File: src/rtl/mem_stage_vl.sv
// Memory-access pipeline stage: holds one instruction, waits for its data-SRAM response,
// and discards responses owed to flushed loads. Optional macro MS_LOAD_FWD_EN lets loads forward once data has returned.
module mem_stage_vl #(
   parameter int PAYLOAD_W  = 138,
   parameter int MAX_CANCEL = 3
) (
   input  logic                 clk,
   input  logic                 reset,
   input  logic                 flush,
   input  logic                 es_to_ms_valid,
   output logic                 ms_allowin,
   input  logic [PAYLOAD_W-1:0] es_payload,
   input  logic [4:0]           es_ld_op,
   input  logic                 es_req_sent,
   input  logic [31:0]          es_alu_result,
   input  logic                 es_gr_we,
   input  logic [4:0]           es_dest,
   input  logic                 data_sram_data_ok,
   input  logic [31:0]          data_sram_rdata,
   input  logic                 ws_allowin,
   output logic                 ms_to_ws_valid,
   output logic [PAYLOAD_W-1:0] ms_to_ws_payload,
   output logic [31:0]          ms_final_result,
   output logic                 ms_gr_we,
   output logic [4:0]           ms_dest,
   output logic                 ms_fwd_block,
   output logic                 ms_cancel_pending
);

   localparam int CNT_W = (MAX_CANCEL < 1) ? 1 : $clog2(MAX_CANCEL + 1);

   typedef enum logic [1:0] {EMPTY, WAIT, DONE} state_t;

   state_t               state, state_nxt;
   logic [CNT_W-1:0]     cancel_cnt;
   logic [PAYLOAD_W-1:0] payload_p1;
   logic [4:0]           ld_op_p1;
   logic [31:0]          alu_result_p1;
   logic [31:0]          rdata_p1;
   logic                 gr_we_p1;
   logic [4:0]           dest_p1;

   logic accept;
   logic resp_owed;
   logic cancel_inc;
   logic cancel_dec;

   // ld_op is one-hot {ld_w, ld_b, ld_bu, ld_h, ld_hu}
   function automatic logic [31:0] load_extend(input logic [4:0]  op,
                                               input logic [1:0]  addr,
                                               input logic [31:0] data);
      logic signed [7:0]  byte_v;
      logic signed [15:0] half_v;
      logic [31:0]        res;
      case (addr)
         2'b00:   byte_v = data[7:0];
         2'b01:   byte_v = data[15:8];
         2'b10:   byte_v = data[23:16];
         default: byte_v = data[31:24];
      endcase
      half_v = addr[1] ? data[31:16] : data[15:0];
      res    = data;
      if (op[3])      res = {{24{byte_v[7]}}, byte_v};
      else if (op[2]) res = {24'b0, byte_v};
      else if (op[1]) res = {{16{half_v[15]}}, half_v};
      else if (op[0]) res = {16'b0, half_v};
      return res;
   endfunction

   // Saturating up/down counter; simultaneous inc and dec cancel out
   function automatic logic [CNT_W-1:0] cancel_next(input logic [CNT_W-1:0] cnt,
                                                    input logic             inc,
                                                    input logic             dec);
      logic [CNT_W-1:0] res;
      res = cnt;
      if (inc && !dec && (cnt != CNT_W'(MAX_CANCEL)))
         res = cnt + CNT_W'(1);
      else if (dec && !inc && (cnt != '0))
         res = cnt - CNT_W'(1);
      return res;
   endfunction

   assign ms_allowin = (state == EMPTY) || ((state == DONE) && ws_allowin);
   assign accept     = es_to_ms_valid && ms_allowin && !flush;
   assign resp_owed  = (state == WAIT) && data_sram_data_ok && (cancel_cnt == '0);
   assign cancel_dec = data_sram_data_ok && (cancel_cnt != '0);
   // A response arriving with the flush belongs to the killed load, so nothing extra is owed
   assign cancel_inc = flush && (state == WAIT) && !resp_owed;

   always_comb begin
      state_nxt = state;
      if (flush) begin
         state_nxt = EMPTY;
      end else begin
         case (state)
            EMPTY: if (accept) state_nxt = es_req_sent ? WAIT : DONE;
            WAIT:  if (resp_owed) state_nxt = DONE;
            DONE:  if (ws_allowin) state_nxt = accept ? (es_req_sent ? WAIT : DONE) : EMPTY;
            default: state_nxt = EMPTY;
         endcase
      end
   end

   always_ff @(posedge clk or negedge reset) begin
      if (!reset) begin
         state      <= EMPTY;
         cancel_cnt <= '0;
      end else begin
         state      <= state_nxt;
         cancel_cnt <= cancel_next(cancel_cnt, cancel_inc, cancel_dec);
      end
   end

   // ---- stage p1: captured instruction and returned data ----
   always_ff @(posedge clk or negedge reset) begin
      if (!reset) begin
         payload_p1    <= '0;
         ld_op_p1      <= '0;
         alu_result_p1 <= '0;
         gr_we_p1      <= 1'b0;
         dest_p1       <= '0;
         rdata_p1      <= '0;
      end else begin
         if (accept) begin
            payload_p1    <= es_payload;
            ld_op_p1      <= es_ld_op;
            alu_result_p1 <= es_alu_result;
            gr_we_p1      <= es_gr_we;
            dest_p1       <= es_dest;
         end
         if (resp_owed) rdata_p1 <= data_sram_rdata;
      end
   end

   assign ms_to_ws_valid    = (state == DONE) && !flush;
   assign ms_to_ws_payload  = payload_p1;
   assign ms_gr_we          = gr_we_p1;
   assign ms_dest           = dest_p1;
   assign ms_cancel_pending = (cancel_cnt != '0);
   assign ms_final_result   = (ld_op_p1 == 5'b0) ? alu_result_p1
                                                 : load_extend(ld_op_p1, alu_result_p1[1:0], rdata_p1);

`ifdef MS_LOAD_FWD_EN
   assign ms_fwd_block = gr_we_p1 && (state == WAIT);
`else
   assign ms_fwd_block = gr_we_p1 && (state != EMPTY) && (ld_op_p1 != 5'b0);
`endif

endmodule

File: config.mk
export PLATFORM = sky130hd
export DESIGN_NAME = mem_stage_vl
export DESIGN_NICKNAME = d
export VERILOG_FILES = /design/src/rtl/mem_stage_vl.sv
export SDC_FILE = /design/constraint.sdc
export NUM_CORES = 1
export LEC_CHECK = 0
export ABC_CLOCK_PERIOD_IN_PS = 2250
export BUFFER_PORTS_ARGS = -buffer_cell sky130_fd_sc_hd__clkbuf_2
export CAP_MARGIN = 20
export CORE_MARGIN = 4
export CORE_UTILIZATION = 35
export DETAILED_ROUTE_END_ITERATION = 10
export GPL_TIMING_DRIVEN = 0
export HOLD_SLACK_MARGIN = 0.08
export PLACE_DENSITY = 0.61
export SYNTH_ARGS = -nofsm -noshare
export SYNTH_HDL_FRONTEND = slang
export SYNTH_SLANG_ARGS = --single-unit
File: constraint.sdc
create_clock -name clk -period 2.25 [get_ports clk]
set_input_delay 0.1125 -clock clk [delete_from_list [all_inputs] [get_ports clk]]
set_output_delay 0.1125 -clock clk [all_outputs]
set_load 0.03 [all_outputs]
==> results.tsv <==
metric	value	unit
status	finished, violations left	
violations	setup timing	
crit_path_end_kind	primary output	
ant_nets	0	
drt_iter0_drc	396	
power_density	1081	nW/um^2
slew_headroom	48.59	%
r2r-start	state[1]	
r2r_end	ms_to_ws_payload[5]	
leakage	7.215	nW
synthCells	631	
fin_crit_sh	115.0	%
p_int	0.01038	W
n_fill_cell	1994	
htreeDepth	1	
netlist.area_leader.share	59.52	%
grt_start_max_net_pins	85	
instances_no_fill	1635	
drv_cap	0	
dieArea	28720	um^2
crit_fanout	10	
async_flop_share	100.0	%
power.share.sequential	33.8	%
switching_share	36.73	%
skew	13.00	ps
place.gp.congestion	0.8902	
ir_drop	908.5	uV
cts_buffers	25	
rsz0062_at_grt	true	
required	2140	ps
worst_ep_arrival_time	2480	ps
routed_wl	32710	um
track_usage	21.71	%
tightest_slew	771.1	ps
final_cell_area	15180	um^2
mostFrequentLayoutCell	clkbuf_2	
setup_viol	33	
initial_utilization	35.92	%
r2r_slack	180	ps
ioPinCount	400	
critPathCapture	ms_final_result[13]	
yosys_warnings	0	
drive_gt1_share	55.65	%
grt_antenna_before_repair	4	
final_cell_mix	369 x clkbuf_2, 220 x dlygate4sd3_1, 215 x dfrtp_1	
clock_sinks	217	
yosysSeqAreaShare	59.52	%
die_w	169.5	um
p_switching	0.006027	W
cts_root_buffer	clkbuf_16	
route.vias.total	7884	
ys_types	37	
synth_fp_nets	851	
postSynthAreaPerCell	14.46	um^2
rr_worst_depth	5	
power.total	0.01641	W
critPathKind	flop to primary output	
nNetsFinal	1506	
coreArea	25400	um^2
crit_start	ld_op_p1[1]	
grt_pass1_wl	49300	um
clk_pin_slew	60	ps
place_inst	1362	
synth-edff-count	0	
place_hpwl	22250	um
vias_per_cell	4.822	
worstSkewPairLatency	520	ps
first_pass_iters	4	
num_rows	58	
ys_ff_latch	217	
cts_max_path_buffers	3	
routedWlPerCell	20.01	um
timing.hold.worst.class	primary input to async pin	
synthTopCellsByArea	dfrtp_1 60%, mux2_2 26%, o22a_1 2.4%	
grt_overflow_total	0	
grt_pass1_vias	8696	
slew_viol_final	0	
port_buffers	399	
combPwrFrac	40.4	%
cts_tree	built	
syn_to_final_growth	66.43	%
placed_cell_area	11600	um^2
setup.worst_path.start_class	flop	
worst_slack	-337.8	ps
clockPowerShare	25.8	%
drc	0	
die_y	169.5	um
finalHoldViolations	0	
netlist_area	9124	um^2
fin_crit	2588	ps
max_freq	386.4	MHz
synth_largest_area_cell	dfrtp_1	
yosys_most_used_dff	dfrtp_1	
per-stage QoR:
step / hold slack [ps] / util (%) / setup WS, ps / TNS, ps
2_1_floorplan: -183.1 / - / 7.087 / 0
3_3_place_gp: 343.7 / 45.41 / -3498 / -806980
3_5_place_dp: 145.5 / 45.66 / -632.6 / -57820
4_1_cts: 142.0 / 59.39 / -442.9 / -12680
5_1_grt: 190.6 / 59.77 / -390.9 / -11430
6_report: 145.2 / 59.78 / -337.8 / -9473
synthesized netlist by cell type, drive strengths merged (2+ instances only):
| master | count |
|---|---|
| inv | 17 |
| nor2b | 2 |
| nand2b | 3 |
| clkbuf | 16 |
| dfrtp | 217 |
| nand3 | 2 |
| nor2 | 7 |
| o221a | 6 |
| nor3b | 2 |
| mux4 | 7 |
| nand2 | 27 |
| or2 | 2 |
| mux2 | 214 |
| buf | 25 |
| a21oi | 28 |
| o21ai | 6 |
| o22a | 25 |
| o211ai | 7 |
| mux2i | 4 |
what timing repair did:
action                                 CTS  global route
hold buffers                           220             0
cloned                                   0             1
pin swaps                                1             5
gates resized for setup                 97            24
endpoints found under the hold margin  282             0
setup endpoints to repair              124            65
setup buffers                            6             3
worst min-delay path by stage:
stage	start	end	slack (ps)	cells past startpoint
floorplan	reset	alu_result_p1[0]	-180	0
global placement	es_payload[38]	ms_to_ws_payload[38]	340	2
detailed placement	reset	ms_dest[2]	150	1
CTS	es_to_ms_valid	state[1]	140	5
global route	reset	alu_result_p1[4]	190	2
finish	reset	rdata_p1[11]	150	2
per-layer routing:
layer / share of wire, % / GRT usage (%)
met1: 36 / 25.18
met5: 0 / 0
met4: 3.8 / 7.315
met3: 7.8 / 5.451
met2: 52 / 39.19
worst max-delay path, cell delays in order, from the launching register on:
cell	delay [ps]
dfrtp_2	400
or4_4	570
or2_1	240
buf_6	160
buf_6	150
o22a_1	250
clkbuf_8	190
cell families (layout without fill, tap and decap cells):
group,after synthesis,count (layout),share of synthesized area [%]
flip-flops,217,217,59.52
AND/OR/NAND/NOR,52,52,2.702
other,0,4,0
buffers and inverters,58,728,3.003
multiplexers,225,225,28.58
AO/OA/AOI/OAI,79,79,6.199
cell type report:
type                    count  area [um^2]  share of cell area, %
clock buffers              33        695.7                  4.581
clock inverters             9        155.1                  1.022
repair buffers            631         4652                  30.64
multi-input cells         356         3540                  23.31
plain buffers              38        222.7                  1.467
flip-flops and latches    217         5433                  35.78
inverters                  17        63.81                 0.4202
well taps                 330        412.9                  2.719
diodes                      4        10.01                0.06592
power by group through the flow:
stage / Combinational (W) / Sequential, W / Clock (W)
6_report: 0.00663 / 0.00555 / 0.00424
4_1_cts: 0.00647 / 0.00553 / 0.00435
3_3_place_gp: 0.00542 / 0.00554 / 0
5_1_grt: 0.00697 / 0.00564 / 0.00450
2_1_floorplan: 0.00257 / 0.00654 / 0
3_5_place_dp: 0.00548 / 0.00558 / 0
flip-flops by register name, indices dropped and copies added, names as in the netlist:
register / cells
state: 2
ms_gr_we: 1
ms_to_ws_payload: 138
ms_dest: 5
rdata_p1: 32
cancel_cnt: 2
alu_result_p1: 32
ld_op_p1: 5
(Power assumes the default switching activity.)
